===== config.mk =====
export PLATFORM = sky130hd
export DESIGN_NAME = mask_apply
export DESIGN_NICKNAME = d
export VERILOG_FILES = /design/src/rtl/bgr_pkg.sv /design/src/rtl/pixel_sync_fifo.sv /design/src/rtl/mask_apply.sv
export SDC_FILE = /design/constraint.sdc
export NUM_CORES = 1
export LEC_CHECK = 0
export ABC_AREA = 1
export BUFFER_PORTS_ARGS = -buffer_cell sky130_fd_sc_hd__buf_2
export CAP_MARGIN = 10
export CORE_ASPECT_RATIO = 0.75
export CORE_MARGIN = 5
export CORE_UTILIZATION = 45
export DETAILED_ROUTE_END_ITERATION = 10
export PLACE_DENSITY = 0.62
export RECOVER_POWER = 50
export SLEW_MARGIN = 20
export SYNTH_ARGS = -nofsm -noshare
export SYNTH_HDL_FRONTEND = slang
export SYNTH_SLANG_ARGS = --single-unit

===== constraint.sdc =====
create_clock -name i_CLK -period 2.45 [get_ports i_CLK]
set_input_delay 0.245 -clock i_CLK [delete_from_list [all_inputs] [get_ports i_CLK]]
set_output_delay 0.245 -clock i_CLK [all_outputs]
set_load 0.05 [all_outputs]

===== src/rtl/bgr_pkg.sv =====
// Shared pixel types and default image geometry for the background-replacement pipeline.
package bgr_pkg;

  typedef struct packed {
    logic [7:0] r;
    logic [7:0] g;
    logic [7:0] b;
  } rgb_t;

  localparam int unsigned DefDataWidth = $bits(rgb_t);
  localparam int unsigned DefImgWidth  = 640;
  localparam int unsigned DefImgHeight = 480;
  localparam rgb_t        DefBgColor   = '{r: 8'h00, g: 8'h00, b: 8'h00};

endpackage


===== src/rtl/pixel_sync_fifo.sv =====
// Single-clock pixel FIFO with registered storage; the head is read straight from the array,
// so a word written this cycle is not visible until the next one.
module pixel_sync_fifo #(
  parameter int unsigned DATA_WIDTH = 24,
  parameter int unsigned FIFO_DEPTH = 16
) (
  input  logic                              clk_i,
  input  logic                              rst_i,
  input  logic                              wr_en_i,
  input  logic [DATA_WIDTH-1:0]             wr_data_i,
  input  logic                              rd_en_i,
  output logic [DATA_WIDTH-1:0]             rd_data_o,
  output logic                              full_o,
  output logic                              empty_o,
  output logic [$clog2(FIFO_DEPTH+1)-1:0]   count_o
);

  localparam int unsigned PtrW = (FIFO_DEPTH > 1) ? $clog2(FIFO_DEPTH) : 1;
  localparam int unsigned CntW = $clog2(FIFO_DEPTH + 1);

  logic [DATA_WIDTH-1:0] mem_q [FIFO_DEPTH];
  logic [PtrW-1:0]       wr_ptr_q, wr_ptr_d, rd_ptr_q, rd_ptr_d;
  logic [CntW-1:0]       count_q, count_d;
  logic                  do_wr, do_rd;

  assign full_o    = (count_q == CntW'(FIFO_DEPTH));
  assign empty_o   = (count_q == '0);
  assign count_o   = count_q;
  assign rd_data_o = mem_q[rd_ptr_q];

  // A full FIFO still accepts a write when the head leaves in the same cycle.
  assign do_rd = rd_en_i & ~empty_o;
  assign do_wr = wr_en_i & (~full_o | do_rd);

  always_comb begin
    wr_ptr_d = wr_ptr_q;
    rd_ptr_d = rd_ptr_q;
    count_d  = count_q;
    if (do_wr) wr_ptr_d = wr_ptr_q + PtrW'(1);
    if (do_rd) rd_ptr_d = rd_ptr_q + PtrW'(1);
    unique case ({do_wr, do_rd})
      2'b10:   count_d = count_q + CntW'(1);
      2'b01:   count_d = count_q - CntW'(1);
      default: count_d = count_q;
    endcase
  end

  always_ff @(posedge clk_i or posedge rst_i) begin
    if (rst_i) begin
      wr_ptr_q <= '0;
      rd_ptr_q <= '0;
      count_q  <= '0;
    end else begin
      wr_ptr_q <= wr_ptr_d;
      rd_ptr_q <= rd_ptr_d;
      count_q  <= count_d;
    end
  end

  always_ff @(posedge clk_i) begin
    if (do_wr) mem_q[wr_ptr_q] <= wr_data_i;
  end

endmodule


===== src/rtl/mask_apply.sv =====
// Pairs raw pixels with raster-ordered mask bits, replacing background pixels and framing rows.
// Optional per-frame foreground counter enabled by defining MASK_APPLY_FG_COUNT_EN.
module mask_apply
  import bgr_pkg::*;
#(
  parameter int unsigned               DATA_WIDTH = DefDataWidth,
  parameter int unsigned               FIFO_DEPTH = 16,
  parameter int unsigned               IMG_WIDTH  = DefImgWidth,
  parameter int unsigned               IMG_HEIGHT = DefImgHeight,
  parameter logic [DATA_WIDTH-1:0]     BG_COLOR   = DATA_WIDTH'(DefBgColor)
) (
  input  logic                         i_CLK,
  input  logic                         i_RST,
  input  logic [DATA_WIDTH-1:0]        i_DATA,
  input  logic                         i_DATA_VALID,
  output logic                         o_DATA_READY,
  input  logic                         i_MASK,
  input  logic                         i_MASK_VALID,
  output logic [DATA_WIDTH-1:0]        o_DATA,
  output logic                         o_VALID,
  output logic                         o_EOL,
  output logic                         o_EOF,
  output logic                         o_OVERFLOW,
  output logic                         o_UNDERFLOW
`ifdef MASK_APPLY_FG_COUNT_EN
  ,
  output logic [$clog2(IMG_WIDTH*IMG_HEIGHT+1)-1:0] o_FG_COUNT,
  output logic                         o_FG_COUNT_VALID
`endif
);

  localparam int unsigned ColW = (IMG_WIDTH > 1) ? $clog2(IMG_WIDTH) : 1;
  localparam int unsigned RowW = (IMG_HEIGHT > 1) ? $clog2(IMG_HEIGHT) : 1;

  logic [DATA_WIDTH-1:0]            fifo_rd_data;
  logic                             fifo_full, fifo_empty, pop;
  logic [$clog2(FIFO_DEPTH+1)-1:0]  fifo_count;
  logic                             unused_count;

  logic [DATA_WIDTH-1:0] data_q, data_d;
  logic                  valid_q, valid_d, eol_q, eol_d, eof_q, eof_d;
  logic                  ovf_q, ovf_d, unf_q, unf_d;
  logic [ColW-1:0]       col_q, col_d;
  logic [RowW-1:0]       row_q, row_d;
  logic                  last_col, last_row;

  assign pop          = i_MASK_VALID & ~fifo_empty;
  assign unused_count = ^fifo_count;

  pixel_sync_fifo #(
    .DATA_WIDTH (DATA_WIDTH),
    .FIFO_DEPTH (FIFO_DEPTH)
  ) u_fifo (
    .clk_i     (i_CLK),
    .rst_i     (i_RST),
    .wr_en_i   (i_DATA_VALID),
    .wr_data_i (i_DATA),
    .rd_en_i   (pop),
    .rd_data_o (fifo_rd_data),
    .full_o    (fifo_full),
    .empty_o   (fifo_empty),
    .count_o   (fifo_count)
  );

  assign last_col = (col_q == ColW'(IMG_WIDTH - 1));
  assign last_row = (row_q == RowW'(IMG_HEIGHT - 1));

  always_comb begin
    data_d  = data_q;
    valid_d = 1'b0;
    eol_d   = 1'b0;
    eof_d   = 1'b0;
    col_d   = col_q;
    row_d   = row_q;
    ovf_d   = ovf_q | (i_DATA_VALID & fifo_full & ~pop);
    unf_d   = unf_q | (i_MASK_VALID & fifo_empty);
    if (pop) begin
      data_d  = i_MASK ? fifo_rd_data : BG_COLOR;
      valid_d = 1'b1;
      eol_d   = last_col;
      eof_d   = last_col & last_row;
      if (last_col) begin
        col_d = '0;
        row_d = last_row ? '0 : row_q + RowW'(1);
      end else begin
        col_d = col_q + ColW'(1);
      end
    end
  end

  always_ff @(posedge i_CLK or posedge i_RST) begin
    if (i_RST) begin
      data_q  <= '0;
      valid_q <= 1'b0;
      eol_q   <= 1'b0;
      eof_q   <= 1'b0;
      ovf_q   <= 1'b0;
      unf_q   <= 1'b0;
      col_q   <= '0;
      row_q   <= '0;
    end else begin
      data_q  <= data_d;
      valid_q <= valid_d;
      eol_q   <= eol_d;
      eof_q   <= eof_d;
      ovf_q   <= ovf_d;
      unf_q   <= unf_d;
      col_q   <= col_d;
      row_q   <= row_d;
    end
  end

  assign o_DATA_READY = ~fifo_full;
  assign o_DATA       = data_q;
  assign o_VALID      = valid_q;
  assign o_EOL        = eol_q;
  assign o_EOF        = eof_q;
  assign o_OVERFLOW   = ovf_q;
  assign o_UNDERFLOW  = unf_q;

`ifdef MASK_APPLY_FG_COUNT_EN
  localparam int unsigned FgW = $clog2(IMG_WIDTH * IMG_HEIGHT + 1);

  logic [FgW-1:0] fg_acc_q, fg_acc_d, fg_count_q, fg_count_d, fg_sum;
  logic           fg_valid_q, fg_valid_d;

  // fg_sum already includes the pixel being emitted, so the EOF pixel is counted.
  assign fg_sum = fg_acc_q + FgW'(i_MASK);

  always_comb begin
    fg_acc_d   = fg_acc_q;
    fg_count_d = fg_count_q;
    fg_valid_d = 1'b0;
    if (pop) begin
      fg_acc_d = fg_sum;
      if (last_col && last_row) begin
        fg_count_d = fg_sum;
        fg_acc_d   = '0;
        fg_valid_d = 1'b1;
      end
    end
  end

  always_ff @(posedge i_CLK or posedge i_RST) begin
    if (i_RST) begin
      fg_acc_q   <= '0;
      fg_count_q <= '0;
      fg_valid_q <= 1'b0;
    end else begin
      fg_acc_q   <= fg_acc_d;
      fg_count_q <= fg_count_d;
      fg_valid_q <= fg_valid_d;
    end
  end

  assign o_FG_COUNT       = fg_count_q;
  assign o_FG_COUNT_VALID = fg_valid_q;
`endif

endmodule


* Word-level counts from Yosys, hierarchy flattened
Memories as Yosys holds them, arrays and structs flattened. Cells that the tools add are included. W data, S select, Z words.
Word-level totals: register bits after elaboration 61, latch bits 0, RAM bits 384, memory bits (read-only) 0, input port bits 29, output and inout bits 30, logic and storage cells 48, memories 1
Cells by class: add/subtract/negate cells 6, multiply operators 0, divide/modulo/power cells 0, $lt $le $gt $ge 0, equal/unequal tests 5, shift operators 0, multiplexer cells 9, bitwise operators 13, reductions and logical operators 3
Memory list:
- u_fifo.mem_q | words 16, bits a word 24, read ports 1, clocked after Yosys merged registers in 0, wr ports 1, line pixel_sync_fifo.sv:21 | logic [DATA_WIDTH-1:0] mem_q [FIFO_DEPTH];
Operator list (count):
- $mux W24 | 1
- $add A10 B1 Y10 const B | 1
- $eq A10 B10 Y1 const B | 1
- $mux W10 | 1
- $pmux W5 S2 | 1
- $add A9 B1 Y9 const B | 1
- $eq A9 B9 Y1 const B | 1
- $mux W9 | 1
- $add A4 B1 Y4 const B | 2
- $and A1 B1 Y1 | 7
- $add A5 B1 Y5 const B | 1
- $eq A5 B5 Y1 const B | 1
- $logic_not A5 Y1 | 1
- $mux W1 | 5
- $sub A5 B1 Y5 const B | 1
- $not A1 Y1 | 3
- $or A1 B1 Y1 | 3
- $eq A2 B1 Y1 const B | 1
- $eq A2 B2 Y1 const B | 1
- $reduce_and A2 Y1 | 1
- $reduce_bool A2 Y1 | 1

* Logic depth before layout (Yosys ltp)
Gate-level depths: netlist of run 1.
depth in word-level cells 8, mapped depth 15, gate-level depth less buffers 15

* Cells and area by module
Synthesis of run 1 repeated with hierarchy kept, for this count alone.
Second synthesis, totals: cell total of the unflattened synthesis 1491, area, all modules 18316.3 um^2
Modules (own cells, without submodules):
- pixel_sync_fifo | times used 1, cells an instance 1224, area an instance 16039.1 um^2, sequential area each 11856.4 um^2
- mask_apply | times used 1, cells an instance 267, area an instance 2277.2 um^2, sequential area each 1201.2 um^2

* Worst setup path before layout of run 1
OpenSTA, ideal clock, no wires.
kind flip-flop to flip-flop, start point register u_fifo.count_q[0], in the netlist u_fifo.count_o[0], end point memory u_fifo.mem_q[11][0] (enable), library setup time 0.405 ns, arrival time 1.981 ns, required time 2.045 ns, setup slack 0.065 ns, cell stages (with the launch flop) 9, path buffers 0, clock period less this slack 2.385 ns, cell sequence dfrtp_1 > nor2_2 > nand2_1 > nor2_1 > nand2_1 > nand2_2 > inv_2 > nand2_1 > nor2_1
On the way: longest elaborated chain between the ends 8, elaborated cells on any way between the ends 10, those cells by class eq/ne: 1; mux: 2; bitwise: 6; reduce/logical: 1
RTL lines:
- start: declaration | line pixel_sync_fifo.sv:23 | logic [CntW-1:0] count_q, count_d;
- start signal: assignment | line pixel_sync_fifo.sv:56 | count_q <= count_d;
- $logic_not A5 Y1 | line pixel_sync_fifo.sv:27 | assign empty_o = (count_q == '0);
- $not A1 Y1 | line pixel_sync_fifo.sv:32, mask_apply.sv:47
- $and A1 B1 Y1 | line mask_apply.sv:47 | assign pop = i_MASK_VALID & ~fifo_empty;
- $and A1 B1 Y1 | line pixel_sync_fifo.sv:32 | assign do_rd = rd_en_i & ~empty_o;
- $or A1 B1 Y1 (*) | line pixel_sync_fifo.sv:33 | assign do_wr = wr_en_i & (~full_o | do_rd);
- $and A1 B1 Y1 (*) | line pixel_sync_fifo.sv:33
- $mux W1 (*) | line pixel_sync_fifo.sv:61 | if (do_wr) mem_q[wr_ptr_q] <= wr_data_i;
- $mux W1 (implied by the code) (*) | line pixel_sync_fifo.sv:61
- end: declaration | line pixel_sync_fifo.sv:21
Every way passes the cells marked *; elsewhere a longest branch is shown, timed or not.

* Worst setup path after layout of run 1
start point register u_fifo.count_q[2], in the netlist u_fifo.count_o[2], end point memory u_fifo.mem_q[9][10] (enable)
Same word-level chain as after synthesis.

==> flow_summary.json, run 1 <==
{
  "status": "finished, final reports clean",
  "worst_setup_path_start_kind": "flop",
  "placed_area_mm2": 0.0192,
  "rows": 63,
  "post_cts_buffers": 0,
  "antenna_found_initial": 0,
  "clk_path_buf_depth": 3,
  "numCtsBuffers": 44,
  "place_congestion": 0.848,
  "fin_cells": 2084,
  "insertion_delay_ns": 0.55,
  "io_buffers": 58,
  "wl_per_cell_um": 22.1,
  "vias": 11600,
  "top_layer_used": "met4",
  "yosysUniqueCellTypes": 41,
  "crit_type": "reg2reg",
  "end_kind": "flop",
  "routedLengthMet1_um": 21300,
  "fin_nets": 1569,
  "setup_viol": 0,
  "dp.cells": 2003,
  "grt_max_degree": 75,
  "slew_violations": 0,
  "wl_met2_um": 19100,
  "hp-class": "in2reg",
  "cts_root_buf": "clkbuf_16",
  "syn_avg_cell_area_um2": 12.4,
  "gr-total-overflow": 0,
  "met3WireLength_um": 4990,
  "start_util_pct": 45.6,
  "h-tree-depth": 2,
  "ys_seq_elements": 445,
  "die_area_mm2": 0.0443,
  "drc": 0,
  "power_density_mw_per_mm2": 1210,
  "required_ns": 2.62,
  "peakVddDrop_mv": 0.620,
  "clock_sinks": 445,
  "die_w_um": 241,
  "final_area_mm2": 0.0205,
  "fin_setup_tns_ns": 0,
  "area_delta_synth_final_pct": 13.2,
  "fmax_ghz": 0.440,
  "dp_hpwl_um": 29200,
  "drive_gt1_share_pct": 12.0,
  "path_max_fanout": 24,
  "drt_iter0_markers": 1326,
  "finalHoldViolCount": 0,
  "fin_crit_sh_pct": 92.9,
  "crit_arrival_ns": 2.44,
  "fp.coreArea_mm2": 0.0396,
  "mappedNetlistNets": 1493,
  "p_leak_nw": 7.32,
  "rsz0062_at_grt": "false",
  "grt_first_pass_wirelength_um": 70200,
  "synth_area_mm2": 0.0181,
  "grt_pass1_vias": 11300,
  "drv_cap": 0,
  "worst_slew_pin_slew_ns": 1.13,
  "grt_usage_pct": 20.8,
  "dr.pass1.iters": 5,
  "post-route-min-period_ns": 2.27,
  "cts.clk_slew.worst_paths_ns": 0.06,
  "final_util_pct": 51.6,
  "antenna_left": 0,
  "die_y_um": 184,
  "synthCells": 1455,
  "avgViaCountPerCell": 5.58,
  "cts_tree": "built",
  "finClkSkew_ns": 0.00892,
  "seq_area_frac_synth_pct": 72.2,
  "io_pins": 59,
  "wl_um": 46200,
  "slew_headroom_pct": 24.4,
  "yosys_warnings": 0,
  "antenna_cells": 0
}
critical path: stages (launching register included):
cell	delay [ns]
dfrtp_1	0.40
nor2_2	0.07
nand2_1	0.06
nor2_1	0.05
nand2_1	0.08
nand2_2	0.10
inv_2	0.10
nand2_1	0.14
buf_4	0.21
nor2_4	0.67
metal layers:
layer | vias to the layer above | track usage, %
li1 | 5347 | -
met2 | 467 | 28.7
met4 | 0 | 4.58
met3 | 61 | 5.91
met5 | - | 0
met1 | 5751 | 32.9
path summary, 6_finish.rpt:
kind	start	to	cells after the start	slack (ns)
worst min register to register	u_fifo.count_o[4]	u_fifo.count_o[4]	2	0.48
max in group asynchronous	i_RST	u_fifo.rd_ptr_q[0]	4	1.12
worst min-delay path	i_MASK_VALID	o_UNDERFLOW	3	0.04
min in group asynchronous	i_RST	col_q[5]	3	0.54
worst max-delay path	u_fifo.count_o[2]	u_fifo.mem_q[9][10]	9	0.18
worst max register to register	u_fifo.count_o[2]	u_fifo.mem_q[9][10]	9	0.18
synthesized netlist by cell type:
library cell	instances	share of area (%)
nand2_4	2	0.12
ha_1	9	0.62
buf_2	36	1.0
inv_6	2	0.097
or2_0	5	0.17
clkinv_2	1	0.028
o31ai_1	3	0.12
nand3_1	73	2.0
a21oi_1	34	0.94
xor2_1	10	0.48
nand3_2	1	0.055
nand3_4	2	0.19
nand4_1	17	0.59
a22o_1	6	0.29
nor3_2	1	0.055
edfxtp_1	384	64
nand2_1	201	4.2
o2111ai_1	7	0.34
inv_1	71	1.5
clkbuf_1	12	0.25
nor2_2	6	0.21
buf_1	4	0.083
clkbuf_2	2	0.055
inv_2	5	0.10
buf_6	9	0.56
o22ai_1	18	0.62
nor4_4	1	0.12
o21ai_0	159	4.4
or2_2	2	0.069
o211ai_1	39	1.6
nor3_1	8	0.22
xnor2_1	4	0.19
buf_4	16	0.66
dfrtp_1	61	8.4
o21ai_1	22	0.61
o21bai_1	2	0.083
o221ai_1	12	0.58
nor2_4	2	0.12
buf_12	1	0.11
nand2_2	4	0.14
nor2_1	201	4.2
through the flow:
stage	setup WS [ns]	hold WS (ns)	total power [mW]
3_3_place_gp	0.187	0.376	18.3
3_5_place_dp	0.116	0.369	18.5
6_report	0.175	0.0360	24.8
4_1_cts	0.0898	0.00170	24.9
2_1_floorplan	0.0646	0.344	15.4
5_1_grt	0.0407	0.0247	26.1
cell usage in the layout, fill, tap and decap left out, types with 3 or more instances in the layout:
cell       netlist  layout
nor2_1         201     184
nor2_2           6       7
o221ai_1        12      12
clkbuf_8         0       5
clkinv_1         0       6
buf_12           1      10
xnor2_1          4       4
xor2_1          10      10
o21ai_0        159     159
o31ai_1          3       3
ha_1             9       9
o21ai_1         22      22
nand2_2          4       4
nor2_4           2      19
clkinv_2         1      12
inv_1           71      70
edfxtp_1       384     384
nand4_1         17      17
nor3_1           8       8
nand2_1        201     201
buf_2           36      25
a21oi_1         34      34
dfrtp_1         61      59
clkbuf_16        0      45
a22o_1           6       6
buf_4           16      40
o22ai_1         18      18
o211ai_1        39      39
inv_2            5       6
clkbuf_1        12      43
nand3_1         73      74
o2111ai_1        7       7
or2_0            5       5
sequential cells by signal, summed over array words and instances, names as in the netlist, 4 cells and up:
| signal | count |
|---|---|
| col_q | 10 |
| o_DATA | 24 |
| row_q | 9 |
| u_fifo.count_o | 5 |
| u_fifo.mem_q | 384 |
| u_fifo.rd_ptr_q | 4 |
| u_fifo.wr_ptr_q | 4 |
area by class of cell:
class | instances | area [µm²]
multi-input combinational | 852 | 4340
clock inverter | 19 | 115
clock buffer | 60 | 1230
tap | 520 | 651
inverter | 79 | 308
sequential | 445 | 13100
timing repair buffer | 109 | 759
fill | 3375 | 19200
timing repair:
action / in CTS / in global routing
endpoints found under the hold margin: 28 / 0
gates resized for setup: 0 / 1
setup endpoints to repair: 0 / 18
hold buffers: 1 / 0
kinds of logic after synthesis:
group                      after synthesis  synth area share, %
xor gates and xnor gates                14                0.678
AOI/OAI and AO/OA                      302                 9.61
buffers and inverters                  159                 4.42
DFF                                    445                 72.2
adders and majority gates                9                0.623
and+or+nand+nor                        526                 12.4
where the power goes:
part           internal, mW  switching [mW]  leakage (nW)
Sequential             9.29           0.448          4.21
Clock                  3.62            2.77         0.669
Combinational          2.46            6.24          2.44
Total                  15.4            9.46          7.32
(Power assumes the default switching activity.)
==> run 2: changes to the inputs <==
ABC_CLOCK_PERIOD_IN_PS = 2450   (was default)
CTS_BUF_LIST = sky130_fd_sc_hd__clkbuf_16   (was default)
GPL_ROUTABILITY_DRIVEN = 0   (was default)
==> run 2 against run 1 <==
Combinational power is essentially flat. Sequential share of layout area grew 0.16 points. Critical path depth is the same. Global-route usage is essentially flat. Routed wire length grew 0.49%.
==> flow_summary.json, run 2 (synthesis results as in run 1) <==
{
  "antenna_left": 0,
  "clk_path_buf_depth": 3,
  "p_seq_share_pct": 39.5,
  "p_clk_share_pct": 25.1,
  "swShare_pct": 38.5,
  "die_w_um": 241,
  "worst_setup_path_start_kind": "flop",
  "placed_area_mm2": 0.0192,
  "fin_ws_ns": 0.175,
  "io_buffers": 58,
  "combPwrFrac_pct": 35.4,
  "p_leak_nw": 7.33,
  "largest_reg_flops": 384,
  "drv_cap": 0,
  "dp_hpwl_um": 29200,
  "hold_ws_ns": 0.0354,
  "die_area_mm2": 0.0443,
  "avgViaCountPerCell": 5.63,
  "regMostFlops": "u_fifo.mem_q",
  "wl_um": 46400,
  "power_switching_mw": 9.49,
  "clock_sinks": 445,
  "fin_nets": 1569,
  "setup_viol": 0,
  "status": "finished, final reports clean",
  "drt_iter0_markers": 1283,
  "numCtsBuffers": 44,
  "finalHoldViolCount": 0,
  "place_ws_ns": 0.116,
  "area_delta_synth_final_pct": 12.9,
  "slew_headroom_pct": 24.7,
  "p_total_mw": 24.6,
  "worst_slew_pin_slew_ns": 1.13,
  "grt_pass1_vias": 11300,
  "required_ns": 2.61,
  "grt_max_degree": 75,
  "fill_cells": 3380,
  "insertion_delay_ns": 0.55,
  "path_max_fanout": 24,
  "die_y_um": 184,
  "wl_per_cell_um": 22.3,
  "grt_usage_pct": 20.9,
  "io_pins": 59,
  "fin_cells": 2084,
  "layout_common_cells": "edfxtp_1, nand2_1, nor2_1, o21ai_0, inv_1",
  "hp-class": "in2reg",
  "crit_type": "reg2reg",
  "gr-total-overflow": 0,
  "crit_arrival_ns": 2.44,
  "cts.clk_slew.worst_paths_ns": 0.06,
  "end_kind": "flop",
  "grt_first_pass_wirelength_um": 70200,
  "dp.cells": 2003,
  "drc": 0,
  "cts_root_buf": "clkbuf_16",
  "slew_violations": 0,
  "fin_setup_tns_ns": 0,
  "h-tree-depth": 2,
  "fp.coreArea_mm2": 0.0396,
  "post-route-min-period_ns": 2.28,
  "final_util_pct": 51.5,
  "intPower_mw": 15.2,
  "drive_gt1_share_pct": 11.6,
  "final_area_mm2": 0.0204,
  "start_util_pct": 45.6,
  "fmax_ghz": 0.439,
  "antenna_found_initial": 0,
  "peakVddDrop_mv": 0.622,
  "dr.pass1.iters": 6,
  "layout_commonest_cell": "edfxtp_1",
  "antenna_cells": 0,
  "rsz0062_at_grt": "false",
  "vias": 11700,
  "finClkSkew_ns": 0.0110,
  "rows": 63,
  "fin_crit_sh_pct": 92.9,
  "cts_tree": "built",
  "power_density_mw_per_mm2": 1210
}
## run 2: cell type report
type	instances	area [µm²]	area share (%)
clock buffers	45	1130	5.51
inverters	79	308	1.51
clock inverters	34	171	0.839
multi-input cells	852	4340	21.3
flip-flops and latches	445	13100	64.0
well taps	520	651	3.19
repair buffers	109	758	3.71
## run 2: power by group through the flow
stage | logic, mW | registers (mW) | clock network, mW
6_report | 8.74 | 9.74 | 6.18
5_1_grt | 9.51 | 9.82 | 6.59
3_3_place_gp | 8.49 | 9.85 | 0
2_1_floorplan | 5.12 | 10.3 | 0
4_1_cts | 8.66 | 9.73 | 6.28
3_5_place_dp | 8.61 | 9.87 | 0
## run 2: worst paths after layout
check	from	to	slack [ns]	cells after the start
max	u_fifo.count_o[2]	u_fifo.mem_q[9][10]	0.17	9
min reg2reg	u_fifo.count_o[4]	u_fifo.count_o[4]	0.48	2
max reg2reg	u_fifo.count_o[2]	u_fifo.mem_q[9][10]	0.17	9
min in group asynchronous	i_RST	col_q[5]	0.54	3
min	i_MASK_VALID	o_UNDERFLOW	0.04	3
max in group asynchronous	i_RST	u_fifo.rd_ptr_q[0]	1.12	4
## run 2: repair_timing
| item | in CTS | in global routing |
|---|---|---|
| setup endpoints to repair | 0 | 19 |
| hold buffers | 1 | 0 |
| buffers inserted | 0 | 0 |
| endpoints found under the hold margin | 28 | 0 |
| gates resized for setup | 0 | 1 |
## run 2: metal layers
metal  track usage, %  share of wire, %
met4             4.53               1.9
met5                0                 0
met3             6.12                10
met2             28.8                42
met1             32.8                46
## run 2: critical path, stage by stage, from the launching register on
cell     delay (ns)
dfrtp_1        0.40
nor2_2         0.07
nand2_1        0.06
nor2_1         0.05
nand2_1        0.08
nand2_2        0.10
inv_2          0.10
nand2_1        0.13
buf_4          0.21
nor2_4         0.67
==> run 3: changes to the inputs <==
ABC_CLOCK_PERIOD_IN_PS = 1900   (was 2450)
clock period = 1.9 ns   (was 2.45 ns; I/O delays follow)
==> run 3 against run 2 <==
Utilization is 4.5 points higher. Register-to-register slack got worse by 0.15 ns. Clock skew increased by 0.0042 ns. Largest power group is now combinational cells.
==> flow_summary.json, run 3 (synthesis results as in run 1) <==
{
  "grt_use_met2_pct": 33.3,
  "largest_reg_flops": 384,
  "drt_iter0_markers": 1460,
  "post-route-min-period_ns": 1.88,
  "wl_um": 51500,
  "setup_viol": 0,
  "power_density_mw_per_mm2": 1540,
  "dp.cells": 2039,
  "antenna_left": 0,
  "wl_per_cell_um": 23.3,
  "fin_crit_sh_pct": 98.8,
  "io_pins": 59,
  "r2r_setup_slack_ns": 0.02,
  "regMostFlops": "u_fifo.mem_q",
  "slew_headroom_pct": 24.2,
  "path_buf_inv": 2,
  "peakVddDrop_mv": 0.913,
  "hp-class": "in2reg",
  "rows": 63,
  "fmax_ghz": 0.532,
  "grt_pass1_vias": 11800,
  "worst_slew_pin_slew_ns": 1.13,
  "slowest_delay_ns": 0.57,
  "required_ns": 2.33,
  "slew_violations": 0,
  "grt_use_met3_pct": 5.29,
  "layout_common_cells": "edfxtp_1, nand2_1, nor2_1, o21ai_0, buf_4",
  "vias": 12400,
  "crit_slowest_cell": "dfrtp_4",
  "die_y_um": 184,
  "io_buffers": 58,
  "cts.clk_slew.worst_paths_ns": 0.06,
  "dp_hpwl_um": 28000,
  "start_util_pct": 45.6,
  "numCtsBuffers": 42,
  "antenna_found_initial": 0,
  "layout_commonest_cell": "edfxtp_1",
  "fin_cells": 2212,
  "grt_max_degree": 59,
  "avgViaCountPerCell": 5.62,
  "hold_ws_ns": 0.0907,
  "gr-total-overflow": 0,
  "die_w_um": 241,
  "p_leak_nw": 8.18,
  "drv_cap": 0,
  "path_max_fanout": 29,
  "fin_setup_tns_ns": 0,
  "drc": 0,
  "worst_setup_path_start_kind": "flop",
  "crit_type": "reg2reg",
  "p_total_mw": 34.1,
  "cpLargestDelayFamily": "flip-flops",
  "grt_first_pass_wirelength_um": 74900,
  "grt_usage_pct": 22.5,
  "drive_gt1_share_pct": 20.3,
  "crit_arrival_ns": 2.31,
  "finClkSkew_ns": 0.0152,
  "dr.pass1.iters": 5,
  "fp.coreArea_mm2": 0.0396,
  "top_usage_layer": "met1",
  "clk_path_buf_depth": 3,
  "die_area_mm2": 0.0443,
  "cts_root_buf": "clkbuf_16",
  "end_kind": "flop",
  "area_delta_synth_final_pct": 22.9,
  "status": "finished, final reports clean",
  "finalHoldViolCount": 0,
  "fin_nets": 1696,
  "insertion_delay_ns": 0.55,
  "h-tree-depth": 2,
  "antenna_cells": 0,
  "met1_usage_pct": 33.8,
  "crit_chain": "buf_4 > clkbuf_16 > o21ai_0 > o211ai_1 > nand3_1 > nand2_1 > a22o_1",
  "clock_sinks": 445,
  "cts_tree": "built",
  "rsz0062_at_grt": "true"
}
## run 3: cell types whose count changed in the layout (fill, tap and decap cells not counted), sizes merged
cell / delta
buf: +116
bufbuf: +1
inv: +1
clkbuf: -5
nor2: +15
clkinvlp: +2
dlygate4sd3: +2
bufinv: -1
clkinv: -3
## run 3: where the power goes
part	total [mW]	leakage (nW)	internal, mW	switching [mW]
combinational	13.8	3.29	4.81	8.94
clock	7.85	0.678	4.27	3.58
sequential	12.5	4.21	12.0	0.573
## run 3: path summary, 6_finish.rpt
| kind | start | end | cells after the start |
|---|---|---|---|
| min reg2reg | o_DATA[0] | o_DATA[0] | 2 |
| max in group asynchronous | i_RST | u_fifo.rd_ptr_q[0] | 4 |
| min | i_DATA_VALID | u_fifo.wr_ptr_q[0] | 4 |
| max reg2reg | u_fifo.rd_ptr_q[0] | o_DATA[17] | 7 |
| min in group asynchronous | i_RST | o_EOF | 3 |
| max | u_fifo.rd_ptr_q[0] | o_DATA[17] | 7 |
## run 3: worst register-to-register path: stages (launching register included)
cell	delay (ns)
dfrtp_4	0.57
buf_4	0.20
clkbuf_16	0.20
o21ai_0	0.25
o211ai_1	0.12
nand3_1	0.17
nand2_1	0.08
a22o_1	0.18
## run 3: timing repair
item | CTS | global route
hold endpoints to repair | 22 | 0
hold buffers | 3 | 0
buffers inserted | 63 | 8
pin swaps | 32 | 15
gates cloned | 17 | 5
gates resized for setup | 24 | 59
setup endpoints to repair | 388 | 387
## run 3: layer usage
metal / routed length, µm / share of wire (%) / vias to the layer above
met5: 0 / 0 / -
met4: 1390 / 2.7 / 0
met3: 5690 / 11 / 94
met2: 22700 / 44 / 668
met1: 21700 / 42 / 6038
li1: - / - / 5637
## run 3: area by class of cell
cell class	count	area, µm²
Tap cell	520	651
Sequential cell	445	13100
Multi-Input combinational cell	867	4630
Clock inverter	33	149
Timing Repair Buffer	223	2270
Fill cell	3196	17400
Inverter	79	322
Clock buffer	45	1130
## run 3: through the flow
step / setup slack [ns] / util, % / instance area (µm²)
detailed placement: -0.406 / 49.2 / 19500
global route: -0.0357 / 56.0 / 22200
CTS: 0.000279 / 55.2 / 21900
global placement: -0.356 / 49.2 / 19500
floorplan: -0.140 / - / 18100
finish: 0.0220 / 56.0 / 22200
